### src/rtl/key_debounce_pkg.sv
// key_debounce_pkg: shared FSM encoding, key indices and output codes for the key debouncer.
package key_pkg;
  typedef enum logic [2:0] {IDLE, PRESS_CHK, HELD, REPEAT, REL_CHK} key_state_e;
  localparam int KEY_INC = 1;
  localparam int KEY_DEC = 0;
  localparam logic [1:0] KEY_CODE_INC = 2'b10;
  localparam logic [1:0] KEY_CODE_DEC = 2'b01;
  localparam logic [1:0] KEY_CODE_NONE = 2'b00;
  function automatic int unsigned cnt_w(int unsigned a, int unsigned b, int unsigned c);
    int unsigned m;
    m = (a > b) ? a : b;
    m = (m > c) ? m : c;
    return $clog2(m);
  endfunction
endpackage

### src/rtl/key_debounce_if.sv
// key_debounce_if: raw button inputs and debounced level/pulse outputs of the key debouncer.
interface key_debounce_if;
  logic [1:0] Key_In;
  logic [1:0] Key_Level;
  logic [1:0] Key_Out;
  modport master (output Key_In, input Key_Level, input Key_Out);
  modport slave (input Key_In, output Key_Level, output Key_Out);
endinterface

### src/rtl/key_debounce_chan.sv
// key_debounce_chan: synchroniser, debounce FSM and auto-repeat counter for one active-low key.
module key_debounce_chan
  import key_pkg::*;
#(
  parameter int unsigned DEBOUNCE_CYCLES = 1000000,
  parameter int unsigned REPEAT_DELAY = 25000000,
  parameter int unsigned REPEAT_PERIOD = 5000000,
  parameter bit REPEAT_EN = 1'b1
) (
  input  logic clk,
  input  logic rst,
  input  logic key_n_i,
  output logic level_o,
  output logic req_o
);
  localparam int unsigned W = cnt_w(DEBOUNCE_CYCLES, REPEAT_DELAY, REPEAT_PERIOD);
  // The entry edge counts as the first stable sample, so debounce ends at D-2.
  localparam logic [W-1:0] DB_END = W'(DEBOUNCE_CYCLES - 2);
  localparam logic [W-1:0] RD_END = W'(REPEAT_DELAY - 1);
  localparam logic [W-1:0] RP_END = W'(REPEAT_PERIOD - 1);
  logic [1:0] sync_q;
  key_state_e state_q, state_d;
  logic [W-1:0] cnt_q, cnt_d, cnt_inc;
  logic rep_q, rep_d, req_q, req_d, s;
  assign s = ~sync_q[1];
  assign cnt_inc = (&cnt_q) ? cnt_q : cnt_q + 1'b1;
  always_ff @(posedge clk) begin
    if (rst) begin
      sync_q <= 2'b11;
      state_q <= IDLE;
      cnt_q <= '0;
      rep_q <= 1'b0;
      req_q <= 1'b0;
    end else begin
      sync_q <= {sync_q[0], key_n_i};
      state_q <= state_d;
      cnt_q <= cnt_d;
      rep_q <= rep_d;
      req_q <= req_d;
    end
  end
  always_comb begin
    state_d = state_q;
    cnt_d = cnt_q;
    rep_d = rep_q;
    req_d = 1'b0;
    case (state_q)
      IDLE: begin
        state_d = s ? PRESS_CHK : IDLE;
        cnt_d = '0;
      end
      PRESS_CHK:
        if (!s) state_d = IDLE;
        else if (cnt_q == DB_END) begin
          state_d = HELD;
          cnt_d = '0;
          rep_d = 1'b0;
          req_d = 1'b1;
        end else cnt_d = cnt_inc;
      HELD, REPEAT:
        if (!s) begin
          state_d = REL_CHK;
          cnt_d = '0;
          rep_d = (state_q == REPEAT);
        end else if (REPEAT_EN) begin
          if (cnt_q == ((state_q == HELD) ? RD_END : RP_END)) begin
            state_d = REPEAT;
            cnt_d = '0;
            req_d = 1'b1;
          end else cnt_d = cnt_inc;
        end
      REL_CHK:
        if (s) begin
          state_d = rep_q ? REPEAT : HELD;
          cnt_d = '0;
        end else if (cnt_q == DB_END) begin
          state_d = IDLE;
          cnt_d = '0;
        end else cnt_d = cnt_inc;
      default: state_d = IDLE;
    endcase
  end
  always_comb level_o = (state_q == HELD) || (state_q == REPEAT) || (state_q == REL_CHK);
  assign req_o = req_q;
endmodule

### src/rtl/key_debounce.sv
// key_debounce: two debounced keys with auto-repeat, merged into exclusive one-cycle press pulses.
module key_debounce
  import key_pkg::*;
#(
  parameter int unsigned DEBOUNCE_CYCLES = 1000000,
  parameter int unsigned REPEAT_DELAY = 25000000,
  parameter int unsigned REPEAT_PERIOD = 5000000,
  parameter bit REPEAT_EN = 1'b1
) (
  input logic Sys_CLK,
  input logic Sys_RST,
  key_debounce_if.slave kb
);
  logic [1:0] level, req, out_q, out_d, lvl_q;
  for (genvar i = 0; i < 2; i++) begin : g_chan
    key_debounce_chan #(
      .DEBOUNCE_CYCLES(DEBOUNCE_CYCLES),
      .REPEAT_DELAY(REPEAT_DELAY),
      .REPEAT_PERIOD(REPEAT_PERIOD),
      .REPEAT_EN(REPEAT_EN)
    ) u_chan (
      .clk(Sys_CLK),
      .rst(Sys_RST),
      .key_n_i(kb.Key_In[i]),
      .level_o(level[i]),
      .req_o(req[i])
    );
  end
  // A pulse is always followed by an idle cycle; requests landing in that gap are dropped.
  always_comb
    out_d = (out_q != KEY_CODE_NONE) ? KEY_CODE_NONE :
            (req[KEY_INC] & ~req[KEY_DEC]) ? KEY_CODE_INC :
            (req[KEY_DEC] & ~req[KEY_INC]) ? KEY_CODE_DEC : KEY_CODE_NONE;
  always_ff @(posedge Sys_CLK) begin
    if (Sys_RST) begin
      out_q <= KEY_CODE_NONE;
      lvl_q <= 2'b00;
    end else begin
      out_q <= out_d;
      lvl_q <= level;
    end
  end
  assign kb.Key_Out = out_q;
  assign kb.Key_Level = lvl_q;
endmodule

### src/flat_wrapper.sv
// flat-port wrapper written by rule: the top's interface ports become plain ports
module key_debounce_flat import key_pkg::*;
#(
  parameter int unsigned DEBOUNCE_CYCLES = 1000000,
  parameter int unsigned REPEAT_DELAY = 25000000,
  parameter int unsigned REPEAT_PERIOD = 5000000,
  parameter bit REPEAT_EN = 1'b1
)
  (Sys_CLK, Sys_RST, kb_Key_In, kb_Key_Level, kb_Key_Out);
  key_debounce_if kb_i ();
  input logic Sys_CLK;
  input logic Sys_RST;
  input wire logic [$bits(kb_i.Key_In)-1:0] kb_Key_In;
  output wire logic [$bits(kb_i.Key_Level)-1:0] kb_Key_Level;
  output wire logic [$bits(kb_i.Key_Out)-1:0] kb_Key_Out;
  assign kb_i.Key_In = kb_Key_In;
  assign kb_Key_Level = kb_i.Key_Level;
  assign kb_Key_Out = kb_i.Key_Out;
  key_debounce #(.DEBOUNCE_CYCLES(DEBOUNCE_CYCLES), .REPEAT_DELAY(REPEAT_DELAY), .REPEAT_PERIOD(REPEAT_PERIOD), .REPEAT_EN(REPEAT_EN)) u_core (.Sys_CLK(Sys_CLK), .Sys_RST(Sys_RST), .kb(kb_i));
endmodule
### config.mk
export PLATFORM = sky130hd
export DESIGN_NAME = key_debounce_flat
export DESIGN_NICKNAME = d
export VERILOG_FILES = /design/src/rtl/key_debounce_pkg.sv /design/src/rtl/key_debounce_if.sv /design/src/rtl/key_debounce_chan.sv /design/src/rtl/key_debounce.sv /design/src/flat_wrapper.sv
export SDC_FILE = /design/constraint.sdc
export NUM_CORES = 1
export LEC_CHECK = 0
export BUFFER_PORTS_ARGS = -buffer_cell sky130_fd_sc_hd__buf_2
export CORE_MARGIN = 3
export CORE_UTILIZATION = 45
export DETAILED_ROUTE_END_ITERATION = 12
export HOLD_SLACK_MARGIN = 0.12
export SLEW_MARGIN = 40
export SYNTH_ARGS = -nofsm -noshare
export SYNTH_HDL_FRONTEND = slang
export SYNTH_SLANG_ARGS = --single-unit
### constraint.sdc
create_clock -name Sys_CLK -period 2.9 [get_ports Sys_CLK]
set_input_delay 0.58 -clock Sys_CLK [delete_from_list [all_inputs] [get_ports Sys_CLK]]
set_output_delay 0.58 -clock Sys_CLK [all_outputs]
set_load 0.005 [all_outputs]
==> flow_summary.yaml, run 1 <==
placed_design:
  dpl_worst_slack_ps: 304
  dp_hpwl_mm: 5.49
  gp_congestion: 0.932
  io_buffers: 7
grt:
  antenna_found_initial: 0
  grt_pass1_wl_mm: 13.7
  first_global_vias: 2943
  grt_max_degree: 26
  grt_remaining_overflow: 0
  grt_usage_pct: 18.7
logic_synthesis:
  yosys.area_share.simple_pct: 35.7
  synthAdderAreaFrac_pct: 1.38
  synth_compound_area_share_pct: 10.1
  syn_area_sq_um: 3640
  synth_top_family_by_area: "simple AND/OR/NAND/NOR gates"
  synthFlopType: "dfxtp_1"
  yosysUniqueCellTypes: 56
  synthesis.nets: 444
  synth.avg_cell_area_sq_um: 8.35
  synth-edff-count: 0
  ys_ff_latch: 68
  synth_area_leaders: "dfxtp_1 37%, nor2_1 7.5%, xor2_1 5.1%"
  synth.area.mux_share_pct: 1.17
  yosysTopAreaCell: "dfxtp_1"
  synthArstFlopShare_pct: 0
  synth_xor_area_share_pct: 9.87
  synth_warnings: 0
  synth-seq-area-share_pct: 37.4
  synthCells: 436
  synth_top_area_share_pct: 37.4
cts:
  cts_resized: 0
  cts.clk_slew.worst_paths_ps: 70
  numCtsBuffers: 9
  cts.path.max_buffers: 2
  cts_tree: "built"
  root_buffer: "clkbuf_8"
  cts-htree-levels: 3
  clk_latency_ps: 340
  numClockSinks: 68
  cts-hold-fix-buffers: 0
  post-cts-setup-buffers: 0
floorplan:
  initial_core_util_pct: 46.6
  io_pins: 8
  fp.dieW_microns: 95.9
  core_sq_um: 7810
  die_y_microns: 95.9
  dieArea_sq_um: 9200
  num_rows: 32
sta:
  setup_ws_ps: 288
  setup_viol_count_final: 0
  drv_slew: 0
  skew_ps: 15.2
  worst_pin_slew_ps: 625
  fmax_ghz: 0.383
  period_share_pct: 90.1
  rsz0062_at_grt: "false"
  hold_viol: 0
  fin_setup_tns_ps: 0
  slew_headroom_pct: 57.9
  min_period_ps: 2610
worst_setup_path:
  slowest_stage: "a221o_2"
  worstPathMaxFanout: 23
  crit_chain: "ha_1, or4b_1, or4_4, a221o_2, o21ai_4, buf_4, nor2_1"
  r2r-end: "u_core.g_chan[0].u_chan.cnt_q[18]"
  endpoint_kind: "register"
  path_class: "register to register"
  slowest_delay_ps: 480
  r2r_setup_slack_ps: 290
  cp.required_ps: 3110
  startpoint_type: "register"
  r2r-start: "u_core.g_chan[0].u_chan.cnt_q[1]"
  reg2reg_depth: 7
  crit_arrival_ps: 2820
run:
  cap_viol_max_count: 0
cells_and_area:
  nets: 451
  final_common_cell: "nor2_1"
  layout_common_cells: "73 x nor2_1, 68 x dfxtp_1, 27 x nand3_1"
  fillers: 763
  area_growth_pct: 8.46
  multi_input_area_sq_um: 2120
  regArea_sq_um: 1360
  drive_gt1_share_pct: 10.0
  n_antenna_cell: 0
drt:
  drtIter0Drc: 165
  wl_per_cell_microns: 14.2
  final_antenna_net_count: 0
  first_pass_iters: 4
  vias: 3103
  vias_per_cell: 5.64
  drcViolationCount: 0
  wl_mm: 7.82
power:
  vdd_drop_max_mv: 0.213
  powerDensity_nw_per_um2: 465
  total_leakage_power_nw: 1.21
worst_hold_path:
  whs_path_depth: 1
  worstHoldPathType: "register to register"
  holdPathEnd: "u_core.g_chan[0].u_chan.sync_q[1]"
  hold_start: "u_core.g_chan[0].u_chan.sync_q[0]"
status:
  outcome: "finished, final reports clean"
## worst max-delay path: cells and delay by family (launching register included)
family / cells / cell delay, ps
AOI/OAI and AO/OA: 2 / 630
adders and majority gates: 1 / 200
buffers and inverters: 1 / 270
DFF: 1 / 410
and+or+nand+nor: 3 / 970
## flip-flops by register name, indices dropped and copies added, names as in the netlist
name / count
u_core.g_chan.u_chan.cnt_q: 50
u_core.g_chan.u_chan.state_q: 6
u_core.g_chan.u_chan.sync_q: 4
u_core.g_chan.u_chan.rep_q: 2
u_core.g_chan.u_chan.req_o: 2
u_core.kb.Key_Level: 2
u_core.kb.Key_Out: 2
## synthesized netlist by cell type (3+ instances only)
cell        n
a2111oi_0   3
a211oi_1    4
a21oi_1    15
a31oi_1     6
and2_1      5
and3_1      8
and4_1      7
buf_6       5
clkbuf_1    8
dfxtp_1    68
ha_1        4
inv_1      13
nand2_1    25
nand3_1    27
nand4_1    24
nor2_1     73
nor2b_1     5
nor3_1     24
nor3b_1     4
nor4_1      8
nor4b_1     3
o21ai_0     4
or2_2       6
or3_1       3
or4_1       4
xnor2_1    20
xor2_1     21
## power breakdown
part	total [mW]	switching, mW	internal [mW]
logic	0.0357	0.0222	0.0135
registers	0.944	0.00701	0.937
clock network	0.856	0.348	0.507
total	1.84	0.377	1.46
## through the flow
stage	cells	hold WS, ps	cell area [sq um]	utilization [%]	total power [mW]
3_5_place_dp	534	397	3730	47.8	1.00
3_3_place_gp	534	395	3730	47.8	1.00
2_1_floorplan	436	388	3640	-	0.996
4_1_cts	550	403	3950	50.6	1.86
6_report	550	419	3950	50.6	1.84
5_1_grt	550	410	3950	50.6	1.92
## layer usage
layer / wire, microns / up-vias / GRT usage, % / part of all wire (%)
met5: 0 / - / 0 / 0
met4: 46 / 0 / 6.99 / 0.59
met3: 192 / 5 / 4.22 / 2.5
met2: 3460 / 44 / 27.0 / 44
met1: 4120 / 1469 / 26.8 / 53
li1: - / 1585 / - / -
## final cells by class
cell class                      instances  area share (%)
Clock buffer                           12            3.68
Clock inverter                          4            1.84
Inverter                               13            1.24
Multi-Input combinational cell        339            53.7
Sequential cell                        68            34.5
Tap cell                              102            3.23
Timing Repair Buffer                   12            1.84
## worst max-delay path by stage
stage,from,to,slack (ps),cells past startpoint
2_1_floorplan,u_core.g_chan[0].u_chan.cnt_q[0],u_core.g_chan[0].u_chan.cnt_q[0],540,8
3_3_place_gp,u_core.g_chan[0].u_chan.cnt_q[10],u_core.g_chan[0].u_chan.cnt_q[1],360,7
3_5_place_dp,u_core.g_chan[0].u_chan.cnt_q[1],u_core.g_chan[0].u_chan.cnt_q[1],300,7
4_1_cts,u_core.g_chan[0].u_chan.cnt_q[1],u_core.g_chan[0].u_chan.cnt_q[5],290,7
5_1_grt,u_core.g_chan[0].u_chan.cnt_q[0],u_core.g_chan[0].u_chan.cnt_q[18],130,8
6_report,u_core.g_chan[0].u_chan.cnt_q[1],u_core.g_chan[0].u_chan.cnt_q[18],290,7
## cells by family (layout without fill, tap and decap cells)
logic type / Yosys count / count (layout)
AND/OR/NAND/NOR: 240 / 240
AO/OA/AOI/OAI: 50 / 50
flip-flops: 68 / 68
adder cells (fa/ha/maj): 4 / 4
XOR/XNOR: 41 / 41
multiplexers: 4 / 4
buffers and inverters: 29 / 41
(Power assumes the default switching activity.)
==> run 2, diff against run 1 <==
CTS_BUF_LIST = sky130_fd_sc_hd__clkbuf_8   (was not set)
==> run 2 against run 1 <==
Effect of this change: core utilization did not move; setup slack improved by 0.63 ps; critical endpoint unchanged; highest routed layer unchanged; final area did not move.
==> flow_summary.yaml, run 2 (synthesis results as in run 1) <==
cts:
  cts_tree: "built"
  clk_latency_ps: 340
  cts.clk_slew.worst_paths_ps: 70
  cts.path.max_buffers: 2
  root_buffer: "clkbuf_8"
  cts-htree-levels: 3
  post-cts-setup-buffers: 0
  numCtsBuffers: 9
  cts-hold-fix-buffers: 0
  numClockSinks: 68
  cts_resized: 0
power:
  total_leakage_power_nw: 1.21
  p_sw_share_pct: 20.7
  p_comb_share_pct: 2.0
  p_sw_mw: 0.378
  power_mw: 1.83
  pwr-share-seq_pct: 51.6
  vdd_drop_max_mv: 0.213
  intPower_mw: 1.45
  powerDensity_nw_per_um2: 464
  clockPowerShare_pct: 46.4
worst_setup_path:
  crit_chain: "ha_1, or4b_1, or4_4, a221o_2, o21ai_4, buf_4, nor2_1"
  cp.required_ps: 3110
  critical_path_buf_inv_count: 1
  reg2reg_depth: 7
  endpoint_kind: "register"
  slowest_stage: "a221o_2"
  r2r-start: "u_core.g_chan[0].u_chan.cnt_q[1]"
  crit_start: "u_core.g_chan[0].u_chan.cnt_q[1]"
  r2r_setup_slack_ps: 290
  startpoint_type: "register"
  worstPathMaxFanout: 23
  cp-endpoint: "u_core.g_chan[0].u_chan.cnt_q[18]"
  r2r-end: "u_core.g_chan[0].u_chan.cnt_q[18]"
  crit_arrival_ps: 2820
  slowest_delay_ps: 480
  cp_top_family: "simple AND/OR/NAND/NOR gates"
  path_class: "register to register"
  path_depth: 7
grt:
  grt_pass1_wl_mm: 13.7
  first_global_vias: 2943
  grt_usage_pct: 18.7
  grt_max_degree: 26
  antenna_found_initial: 0
  grt_remaining_overflow: 0
placed_design:
  dp.cells: 534
  dpl_worst_slack_ps: 304
  dp_hpwl_mm: 5.49
  gp_congestion: 0.932
  io_buffers: 7
floorplan:
  io_pins: 8
  dieArea_sq_um: 9200
  die_y_microns: 95.9
  num_rows: 32
  core_sq_um: 7810
  fp.dieW_microns: 95.9
  initial_core_util_pct: 46.6
sta:
  fin_setup_tns_ps: 0
  drv_slew: 0
  rsz0062_at_grt: "false"
  min_period_ps: 2610
  fmax_ghz: 0.383
  setup_viol_count_final: 0
  period_share_pct: 90.0
  slew_headroom_pct: 57.3
  setup_ws_ps: 289
  hold_viol: 0
  skew_ps: 15.1
  worst_pin_slew_ps: 635
drt:
  first_pass_iters: 4
  wl_mm: 7.83
  final_antenna_net_count: 0
  vias: 3108
  drcViolationCount: 0
  drtIter0Drc: 167
  wl_per_cell_microns: 14.2
  vias_per_cell: 5.65
cells_and_area:
  layout_common_cells: "73 x nor2_1, 68 x dfxtp_1, 27 x nand3_1"
  finalCoreUtilization_pct: 50.6
  top_regs: "u_core.g_chan.u_chan.cnt_q: 50 flops, u_core.g_chan.u_chan.state_q: 6 flops, u_core.g_chan.u_chan.sync_q: 4 flops"
  n_antenna_cell: 0
  largest_register_ffs: 50
  final_common_cell: "nor2_1"
  regArea_sq_um: 1360
  fillers: 763
  nets: 451
  final_cells: 550
  multi_input_area_sq_um: 2120
  top_register: "u_core.g_chan.u_chan.cnt_q"
  area_growth_pct: 8.46
  drive_gt1_share_pct: 10.0
worst_hold_path:
  worstHoldPathType: "register to register"
status:
  outcome: "finished, final reports clean"
run:
  cap_viol_max_count: 0
[run 2: per-layer routing]
layer / global-route usage [%] / up-vias / wire length [microns]
met5: 0 / - / 0
met4: 6.99 / 0 / 68
met3: 4.22 / 9 / 210
met2: 27.0 / 52 / 3440
met1: 26.8 / 1461 / 4110
li1: - / 1586 / -
[run 2: area by class of cell]
type | count | area share (%)
sequential | 68 | 34.5
clock inverter | 6 | 2.03
tap | 102 | 3.23
timing repair buffer | 12 | 1.84
inverter | 13 | 1.24
clock buffer | 10 | 3.49
multi-input combinational | 339 | 53.7
[run 2: worst min-delay path by stage]
| stage | slack [ps] | to | depth (start not counted) | from |
|---|---|---|---|---|
| after floorplan | 390 | u_core.kb.Key_Out[0] | 1 | u_core.g_chan[1].u_chan.req_o |
| after global placement | 400 | u_core.g_chan[1].u_chan.sync_q[1] | 1 | u_core.g_chan[1].u_chan.sync_q[0] |
| after detailed placement | 400 | u_core.g_chan[0].u_chan.sync_q[1] | 1 | u_core.g_chan[0].u_chan.sync_q[0] |
| after CTS | 400 | u_core.g_chan[1].u_chan.sync_q[0] | 2 | kb_Key_In[1] |
| after global routing | 410 | u_core.g_chan[0].u_chan.sync_q[0] | 2 | kb_Key_In[0] |
| final | 420 | u_core.g_chan[0].u_chan.sync_q[1] | 1 | u_core.g_chan[0].u_chan.sync_q[0] |
[run 2: power by group through the flow]
| stage | Sequential, mW | Clock, mW | Combinational (mW) |
|---|---|---|---|
| after floorplan | 0.961 | 0 | 0.0354 |
| after detailed placement | 0.966 | 0 | 0.0358 |
| after CTS | 0.944 | 0.876 | 0.0360 |
| final | 0.944 | 0.850 | 0.0357 |
| after global placement | 0.966 | 0 | 0.0356 |
| after global routing | 0.945 | 0.924 | 0.0401 |
[run 2: metrics by stage]
stage / instance area (sq um) / hold WS [ps]
after floorplan: 3640 / 388
after global placement: 3730 / 395
after detailed placement: 3730 / 397
after CTS: 3950 / 403
after global routing: 3950 / 410
final: 3950 / 421
